<file path="src/rtl/alu_deserializer_pkg.sv">
// alu_pkg: shared opcodes, error flag indices, word FSM states and the CRC4 used by the deserializer.
package alu_pkg;
  localparam int DATA_WORDS = 8;
  localparam int WORD_BITS = 11;
  localparam int ERR_DATA = 2;
  localparam int ERR_CRC = 1;
  localparam int ERR_OP = 0;
  typedef enum logic [2:0] {
    AND = 3'b000,
    OR  = 3'b001,
    ADD = 3'b100,
    SUB = 3'b101
  } operation_t;
  typedef enum logic {W_IDLE, W_SHIFT} word_state_t;
  function automatic logic op_legal(input logic [2:0] op);
    return op inside {AND, OR, ADD, SUB};
  endfunction
  // x^4+x+1, init 0, MSB first over {B, A, 1'b1, OP}
  function automatic logic [3:0] crc4_68(input logic [31:0] a, input logic [31:0] b, input logic [2:0] op);
    logic [67:0] m;
    logic [3:0] c;
    m = {b, a, 1'b1, op};
    c = '0;
    for (int i = 67; i >= 0; i--) c = {c[2:0], 1'b0} ^ ((c[3] ^ m[i]) ? 4'h3 : 4'h0);
    return c;
  endfunction
endpackage

</file>
<file path="src/rtl/alu_deserializer_if.sv">
// alu_deserializer_if: serial input and decoded operand/error outputs of the deserializer.
interface alu_deserializer_if;
  logic sin;
  logic [31:0] a_out;
  logic [31:0] b_out;
  logic [2:0] op_out;
  logic data_valid;
  logic err_valid;
  logic [2:0] err_flags;
  modport master(output sin, input a_out, b_out, op_out, data_valid, err_valid, err_flags);
  modport slave(input sin, output a_out, b_out, op_out, data_valid, err_valid, err_flags);
endinterface

</file>
<file path="src/rtl/alu_deser_word.sv">
// alu_deser_word: frames 11-bit serial words and reports each one as a payload or a framing error.
module alu_deser_word
  import alu_pkg::*;
(
  input  logic       clk,
  input  logic       rst,
  input  logic       sin,
  output logic       word_valid,
  output logic       word_type,
  output logic [7:0] word_payload,
  output logic       frame_err
);
  word_state_t state, state_n;
  logic [3:0] bit_cnt, bit_cnt_n;
  logic [9:0] sr;
  logic done;
  always_comb begin
    done = state == W_SHIFT && bit_cnt == 4'(WORD_BITS - 1);
    state_n = state == W_IDLE ? (sin ? W_IDLE : W_SHIFT) : (done ? W_IDLE : W_SHIFT);
    bit_cnt_n = state == W_IDLE ? (sin ? 4'd0 : 4'd1) : (done ? 4'd0 : bit_cnt + 4'd1);
  end
  always_ff @(posedge clk) begin
    if (rst) begin
      state <= W_IDLE;
      bit_cnt <= '0;
      sr <= '0;
      word_valid <= 1'b0;
      frame_err <= 1'b0;
    end else begin
      state <= state_n;
      bit_cnt <= bit_cnt_n;
      if (state == W_SHIFT) sr <= {sr[8:0], sin};
      word_valid <= done && sin;
      frame_err <= done && !sin;
    end
  end
  // the start bit is never stored: sr holds {type, payload, stop} once a word completes
  assign word_type = sr[9];
  assign word_payload = sr[8:1];
endmodule

</file>
<file path="src/rtl/alu_deserializer.sv">
// alu_deserializer: collects 8 data bytes into {B,A}, validates the control word and emits one op or error pulse.
module alu_deserializer
  import alu_pkg::*;
(
  input logic clk,
  input logic rst,
  alu_deserializer_if.slave bus
);
  logic word_valid, word_type, frame_err;
  logic [7:0] word_payload;
  logic [3:0] byte_cnt;
  logic [63:0] ba;
  logic [2:0] op, flags;
  logic ctl, data_err, crc_err, op_err, err_ev, data_ev;
  alu_deser_word u_word (
    .clk,
    .rst,
    .sin(bus.sin),
    .word_valid,
    .word_type,
    .word_payload,
    .frame_err
  );
  always_comb begin
    op = word_payload[6:4];
    ctl = word_valid && word_type;
    data_err = frame_err || byte_cnt != 4'(DATA_WORDS);
    crc_err = word_payload[3:0] != crc4_68(ba[31:0], ba[63:32], op);
    op_err = !op_legal(op);
    flags = '0;
    flags[ERR_DATA] = data_err;
    flags[ERR_CRC] = !data_err && crc_err;
    flags[ERR_OP] = !data_err && !crc_err && op_err;
    err_ev = frame_err || (ctl && |flags);
    data_ev = ctl && !(|flags);
  end
  always_ff @(posedge clk) begin
    if (rst) begin
      byte_cnt <= '0;
      ba <= '0;
      bus.a_out <= '0;
      bus.b_out <= '0;
      bus.op_out <= '0;
      bus.data_valid <= 1'b0;
      bus.err_valid <= 1'b0;
      bus.err_flags <= '0;
    end else begin
      bus.data_valid <= data_ev;
      bus.err_valid <= err_ev;
      if (err_ev) bus.err_flags <= flags;
      if (data_ev) begin
        bus.a_out <= ba[31:0];
        bus.b_out <= ba[63:32];
        bus.op_out <= op;
      end
      if (word_valid && !word_type) ba <= {ba[55:0], word_payload};
      // saturating at DATA_WORDS+1 is enough to flag any overlong packet
      byte_cnt <= (frame_err || ctl) ? 4'd0 :
                  (word_valid && byte_cnt < 4'(DATA_WORDS + 1)) ? byte_cnt + 4'd1 : byte_cnt;
    end
  end
endmodule

</file>
<file path="src/flat_wrapper.sv">
// flat-port wrapper written by rule: the top's interface ports become plain ports
module alu_deserializer_flat import alu_pkg::*;
  (clk, rst, bus_sin, bus_a_out, bus_b_out, bus_op_out, bus_data_valid, bus_err_valid, bus_err_flags);
  alu_deserializer_if bus_i ();
  input logic clk;
  input logic rst;
  input wire logic [$bits(bus_i.sin)-1:0] bus_sin;
  output wire logic [$bits(bus_i.a_out)-1:0] bus_a_out;
  output wire logic [$bits(bus_i.b_out)-1:0] bus_b_out;
  output wire logic [$bits(bus_i.op_out)-1:0] bus_op_out;
  output wire logic [$bits(bus_i.data_valid)-1:0] bus_data_valid;
  output wire logic [$bits(bus_i.err_valid)-1:0] bus_err_valid;
  output wire logic [$bits(bus_i.err_flags)-1:0] bus_err_flags;
  assign bus_i.sin = bus_sin;
  assign bus_a_out = bus_i.a_out;
  assign bus_b_out = bus_i.b_out;
  assign bus_op_out = bus_i.op_out;
  assign bus_data_valid = bus_i.data_valid;
  assign bus_err_valid = bus_i.err_valid;
  assign bus_err_flags = bus_i.err_flags;
  alu_deserializer u_core (.clk(clk), .rst(rst), .bus(bus_i));
endmodule
</file>
<file path="config.mk">
export PLATFORM = sky130hd
export DESIGN_NAME = alu_deserializer_flat
export DESIGN_NICKNAME = d
export VERILOG_FILES = /design/src/rtl/alu_deserializer_pkg.sv /design/src/rtl/alu_deserializer_if.sv /design/src/rtl/alu_deser_word.sv /design/src/rtl/alu_deserializer.sv /design/src/flat_wrapper.sv
export SDC_FILE = /design/constraint.sdc
export NUM_CORES = 1
export LEC_CHECK = 0
export ABC_AREA = 1
export CAP_MARGIN = 20
export CELL_PAD_IN_SITES_DETAIL_PLACEMENT = 1
export CELL_PAD_IN_SITES_GLOBAL_PLACEMENT = 2
export CORE_ASPECT_RATIO = 2
export CORE_MARGIN = 2
export CORE_UTILIZATION = 35
export DETAILED_ROUTE_END_ITERATION = 8
export GPL_ROUTABILITY_DRIVEN = 0
export PLACE_DENSITY_LB_ADDON = 0.1
export SLEW_MARGIN = 30
export SYNTH_ARGS = -nofsm -noshare
export SYNTH_HDL_FRONTEND = slang
export SYNTH_SLANG_ARGS = --single-unit
</file>
<file path="constraint.sdc">
create_clock -name clk -period 10.85 [get_ports clk]
set_input_delay 2.17 -clock clk [delete_from_list [all_inputs] [get_ports clk]]
set_output_delay 2.17 -clock clk [all_outputs]
set_load 0.05 [all_outputs]
</file>
==> qor.yml, run 1 <==
detailed_routing:
  drc: 0
  first_pass_iters: 4
  drt-total-wl_um: 28200
  drt_iter0_drc: 282
  drtAntennaViolNets: 0
  detail_route.wl_per_cell_um: 16.8
  post_drt_via_cell_ratio: 5.02
  vias: 8452
pwr:
  irDropWorstVdd_v: 0.0000889
  power_density_nw_per_um2: 123
  cellLeakagePower_nw: 4.34
sta:
  worst_pin_slew_ps: 952
  period_share: 0.677
  fmax_mhz: 136
  final.setup.tns_ps: 0
  whs_ps: 458
  rsz0062_at_grt: "false"
  setup_viol: 0
  slew_headroom: 0.366
  period_needed_ps: 7350
  hold_viol_final: 0
  maxSlewViolCount: 0
  clock_skew_ps: 8.20
floorplanning:
  die_x_um: 116
  die-area_um2: 26500
  die_y_um: 228
  ios: 75
  core_area_um2: 24900
  initial_core_util: 0.353
  rows: 82
hold_path:
  hold_class: "register to register"
global_route:
  grt_pass1_wl_um: 45400
  antenna_found_initial: 0
  grt_usage: 0.223
  grt_max_degree: 97
  grt-ovfl-total: 0
  grt_pass1_vias: 8827
critical_path:
  path_class: "register to register"
  cpPeakStageDelay_ps: 610
  critPathLaunchType: "register"
  slowest_stage: "buf_4"
  cp.required_ps: 11200
  crit_top_cell: "nand2_1"
  crit_arrival_ps: 7700
  crit_fanout: 49
  setup.worst_path.end_class: "register"
flow_run:
  cap_violations: 0
yosys:
  yosysWarningCount: 0
  synthMuxAreaShare: 0
  yosysSeqAreaShare: 0.357
  synth_top_family_by_area: "simple AND/OR/NAND/NOR gates"
  syn_area_um2: 8800
  ys_types: 32
  syn_nets: 1303
  post_synth_fa_ha_maj_area_fraction: 0.00569
  synth-seq-cells: 157
  synth-edff-count: 0
  syn_area_per_cell_um2: 6.79
  synth_flop_cell: "dfxtp_1"
  yosys.area_share.simple: 0.445
  synthXorXnorAreaFrac: 0.00896
  synth_compound_area_frac: 0.0894
  synthArstFlopShare: 0
  netlist_instances: 1296
place:
  dp_hpwl_um: 20900
  portBuffers: 74
  postPlaceCellArea_um2: 9690
  placed_cells: 1655
clock_network:
  cts_made_buffers: 17
  cts_resized: 0
  cts_tree: "built"
  cts_max_path_buffers: 2
  post_cts_buffers: 0
  cts_root_buffer: "clkbuf_16"
  clk_pin_slew_ps: 60
  hold_buffers: 0
  cts_num_sinks: 157
  worstSkewPairLatency_ps: 460
  htreeDepth: 4
final_layout:
  fin_cells: 1685
  final_area_um2: 10300
  layout.nets: 1345
  diodes: 0
  fin_util: 0.413
  area_growth_pct: 16.9
  drive_above_1_share: 0.185
run_status:
  status: "finished clean"
worst max-delay path: cells and delay by family, from the launching register on:
| kind | cells | cell delay, ps |
|---|---|---|
| buf+inv | 6 | 1000 |
| flops | 1 | 470 |
| simple gates | 58 | 5680 |
final cells by class:
type                    instances  area, um2
multi-input cells             950       4840
repair buffers                 80        786
flip-flops and latches        157       3140
inverters                     132        498
fillers                      3222      14600
clock inverters                10        140
well taps                     336        420
clock buffers                  20        457
per-layer routing:
layer,vias to the layer above,global-route usage,share of wire
met2,95,0.452,0.59
met3,35,0.0436,0.021
met5,-,0,0
met4,0,0.0785,0.027
li1,4280,-,-
met1,4042,0.210,0.36
logic make-up (layout without fill, tap and decap cells):
logic type,after synthesis,in the layout
and+or+nand+nor,782,782
buffers and inverters,189,242
DFF,157,157
AOI/OAI and AO/OA,155,155
xor gates and xnor gates,9,9
adders and majority gates,4,4
through the flow:
step	power (mW)	setup WS, ps
5_1_grt	1.32	2670
4_1_cts	1.29	3430
2_1_floorplan	0.643	5510
6_report	1.27	3500
3_5_place_dp	0.659	3490
3_3_place_gp	0.657	3670
cell usage after synthesis, drive strengths merged (2+ instances only):
cell type | count | area [um2]
a21oi | 78 | 394
buf | 23 | 204
clkbuf | 34 | 128
clkinv | 2 | 7.51
dfxtp | 157 | 3140
ha | 4 | 50.1
inv | 130 | 488
nand2 | 407 | 1850
nand3 | 139 | 796
nand3b | 5 | 37.5
nand4 | 70 | 444
nor2 | 156 | 758
nor4 | 2 | 12.5
o21ai | 74 | 370
or2 | 2 | 12.5
xnor2 | 4 | 35.0
xor2 | 5 | 43.8
registers in the layout, summed over array words and instances, names as in the netlist:
register and count:
u_core.ba 64, u_core.bus.a_out 32, u_core.bus.b_out 32, u_core.u_word.sr 10
u_core.byte_cnt 4, u_core.u_word.bit_cnt 4, u_core.bus.err_flags 3, u_core.bus.op_out 3
u_core.bus.data_valid 1, u_core.bus.err_valid 1, u_core.u_word.frame_err 1, u_core.u_word.state 1
u_core.u_word.word_valid 1
power by group:
group	internal (mW)	switching [mW]
logic	0.0157	0.0416
registers	0.581	0.00639
clock network	0.371	0.252
final timing paths:
kind | cells after the start | from | slack (ps) | end
worst min register to register | 2 | u_core.bus.op_out[1]$_SDFFE_PP0P_ | 460 | u_core.bus.op_out[1]$_SDFFE_PP0P_
worst max-delay path | 64 | u_core.ba[61]$_SDFFE_PP0P_ | 3500 | u_core.bus.a_out[31]$_SDFFE_PP0P_
worst min-delay path | 2 | u_core.bus.op_out[1]$_SDFFE_PP0P_ | 460 | u_core.bus.op_out[1]$_SDFFE_PP0P_
worst max register to register | 64 | u_core.ba[61]$_SDFFE_PP0P_ | 3500 | u_core.bus.a_out[31]$_SDFFE_PP0P_
cells in the final DEF (no fill, tap or decap), types with 2 or more instances in the layout:
cell,n
a21oi_1,77
buf_4,6
bufinv_16,3
clkbuf_16,17
clkbuf_8,2
clkdlybuf4s50_1,74
clkinv_2,2
clkinvlp_4,3
dfxtp_1,157
ha_1,4
inv_1,107
inv_2,23
nand2_1,307
nand2_2,86
nand2_4,14
nand3_1,119
nand3_2,20
nand3b_1,5
nand4_1,69
nor2_1,90
nor2_2,63
nor2_4,3
o21ai_0,74
or2_2,2
xnor2_1,4
xor2_1,5
No activity file was read; power rests on OpenSTA's default activity.
==> run 2: changes to the inputs <==
CORE_UTILIZATION = 33   (was 35)
clock period = 7.2 ns   (was 10.85 ns; I/O delays follow)
==> qor.yml, run 2 (same netlist as run 1, synthesis figures left out) <==
critical_path:
  cp.required_ps: 7540  # -3660 ps
  reg2reg_depth: 62  # -3.1%
  crit_fanout: 17  # -65%
  critPathLaunch: "u_core.ba[61]$_SDFFE_PP0P_"
  rrSetupSlack_ps: 750  # -2750 ps
  slowest_stage: "dfxtp_2"
  critPathLaunchType: "register"
  crit_top_cell: "nand2_1"
  path_class: "register to register"
  crit_arrival_ps: 6790  # -910 ps
  cpPeakStageDelay_ps: 400  # -210 ps
  setup.worst_path.end_class: "register"
  r2r_start: "u_core.ba[61]$_SDFFE_PP0P_"
  r2r_end: "u_core.bus.b_out[6]$_SDFFE_PP0P_"
  crit_end: "u_core.bus.b_out[6]$_SDFFE_PP0P_"
run_status:
  status: "finished clean"
sta:
  worst_pin_slew_ps: 846  # -105 ps
  whs_ps: 450  # -8.16 ps
  maxSlewViolCount: 0  # unchanged
  fmax_mhz: 155  # +14%
  hold_viol_final: 0  # unchanged
  period_needed_ps: 6450  # -898 ps
  setup_viol: 0  # unchanged
  slew_headroom: 0.436  # +0.0703
  clock_skew_ps: 11.6  # +3.39 ps
  final.setup.tns_ps: 0  # unchanged
  period_share: 0.896  # +0.219
global_route:
  grt_pass1_wl_um: 45200  # -0.46%
  antenna_found_initial: 0  # unchanged
  grt_max_degree: 124  # +28%
  grt_use_met1: 0.203  # -0.00733
  grt.met3_usage: 0.0323  # -0.0113
  grt_usage: 0.204  # -0.0194
  top_usage_layer: "met2"
  grt-ovfl-total: 0  # unchanged
  met2_usage: 0.407  # -0.0447
  grt_pass1_vias: 8596  # -2.6%
floorplanning:
  initial_core_util: 0.335  # -0.0181
  die_x_um: 119  # +2.9%
  ios: 75  # unchanged
  die_y_um: 235  # +2.9%
  core_area_um2: 26300  # +5.4%
  die-area_um2: 28100  # +5.9%
  rows: 84  # +2.4%
final_layout:
  reg_top3: "u_core.ba x64, u_core.bus.a_out x32, u_core.bus.b_out x32"
  drive_above_1_share: 0.204  # +0.0186
  diodes: 0  # unchanged
  top_register: "u_core.ba"
  layout.nets: 1358  # +0.97%
  area_growth_pct: 21.1
  largest_reg_flops: 64  # unchanged
  mostFrequentLayoutCells: "302 x nand2_1, 153 x dfxtp_1, 115 x nand3_1, 107 x inv_1, 91 x nand2_2"
  final_common_cell: "nand2_1"
  fillers: 3316  # +2.9%
detailed_routing:
  first_pass_iters: 4  # unchanged
  drc: 0  # unchanged
  post_drt_via_cell_ratio: 4.97  # -0.93%
  drtAntennaViolNets: 0  # unchanged
  drt_iter0_drc: 367  # +30%
  detail_route.wl_per_cell_um: 17.6  # +5.2%
  vias: 8483  # +0.37%
  drt-total-wl_um: 30100  # +6.6%
clock_network:
  clk_pin_slew_ps: 70  # about the same
  worstSkewPairLatency_ps: 450  # about the same
  cts_root_buffer: "clkbuf_16"
  htreeDepth: 4  # unchanged
  cts_num_sinks: 157  # unchanged
  cts_made_buffers: 17  # unchanged
  cts_max_path_buffers: 2  # unchanged
  cts_tree: "built"
place:
  dp_hpwl_um: 20600  # -1.6%
  portBuffers: 74  # unchanged
pwr:
  power_density_nw_per_um2: 186  # +51%
  cellLeakagePower_nw: 4.48  # +3.3%
  irDropWorstVdd_v: 0.000142  # +60%
flow_run:
  cap_violations: 0  # unchanged
hold_path:
  hold_class: "register to register"
==> run 2: changes by cell type in the layout (fill, tap and decap cells not counted), moves of 2 or more <==
cell	previous run	this run
clkbuf_16	17	22
nand2_1	307	302
nand2_2	86	91
buf_12	0	4
dfxtp_1	157	153
nand3_1	119	115
nand3_2	20	24
buf_6	0	3
dfxtp_2	0	3
inv_6	1	3
==> run 2: cell type report <==
| type | count | area, um2 | area share |
|---|---|---|---|
| Clock buffer | 18 | 439 | 0.0412 |
| Clock inverter | 13 | 189 | 0.0177 |
| Inverter | 132 | 498 | 0.0467 |
| Multi-Input combinational cell | 950 | 4890 | 0.459 |
| Sequential cell | 157 | 3150 | 0.296 |
| Tap cell | 344 | 430 | 0.0404 |
| Timing Repair Buffer | 93 | 1060 | 0.0994 |
==> run 2: worst min path at each step <==
| stage | from | endpoint | slack, ps | depth (start not counted) |
|---|---|---|---|---|
| CTS | u_core.bus.op_out[1]$_SDFFE_PP0P_ | u_core.bus.op_out[1]$_SDFFE_PP0P_ | 450 | 2 |
| global route | u_core.bus.op_out[1]$_SDFFE_PP0P_ | u_core.bus.op_out[1]$_SDFFE_PP0P_ | 480 | 2 |
| floorplan | u_core.u_word.sr[0]$_SDFFE_PP0P_ | u_core.u_word.sr[0]$_SDFFE_PP0P_ | 450 | 2 |
| global placement | u_core.bus.op_out[1]$_SDFFE_PP0P_ | u_core.bus.op_out[1]$_SDFFE_PP0P_ | 430 | 2 |
| finish | u_core.bus.op_out[1]$_SDFFE_PP0P_ | u_core.bus.op_out[1]$_SDFFE_PP0P_ | 450 | 2 |
| detailed placement | u_core.bus.op_out[1]$_SDFFE_PP0P_ | u_core.bus.op_out[1]$_SDFFE_PP0P_ | 440 | 2 |
==> run 2: routing by layer <==
layer	share of wire	vias to the layer above
li1	-	4295
met1	0.37	4044
met2	0.58	101
met3	0.022	43
met4	0.035	0
met5	0	-
==> run 2: where the power goes <==
group	switching (mW)	internal, mW
sequential	0.00916	0.875
combinational	0.0769	0.0381
clock	0.397	0.590
total	0.483	1.50
==> run 2: critical path: cells and delay by family, from the launching register on <==
kind                   cells  cell delay, ps
buffers and inverters      9             930
and+or+nand+nor           53            5000
DFF                        1             400
==> run 2: repair_timing <==
| action | in CTS | in global routing |
|---|---|---|
| hold buffers | 0 | 0 |
| hold endpoints to repair | 0 | 0 |
| setup buffers | 0 | 4 |
| resized for setup | 0 | 21 |
| endpoints found under the setup margin | 0 | 70 |
==> run 2: per-stage QoR <==
stage | area (um2) | std cells | total power, mW | setup WS (ps) | utilization
6_report | 10700 | 1707 | 1.99 | 748 | 0.406
5_1_grt | 10700 | 1707 | 2.06 | -12.7 | 0.406
4_1_cts | 10400 | 1695 | 1.99 | 550 | 0.394
3_5_place_dp | 9740 | 1664 | 0.994 | 589 | 0.371
3_3_place_gp | 9730 | 1664 | 0.992 | 711 | 0.370
2_1_floorplan | 8800 | 1296 | 0.969 | 1860 | -
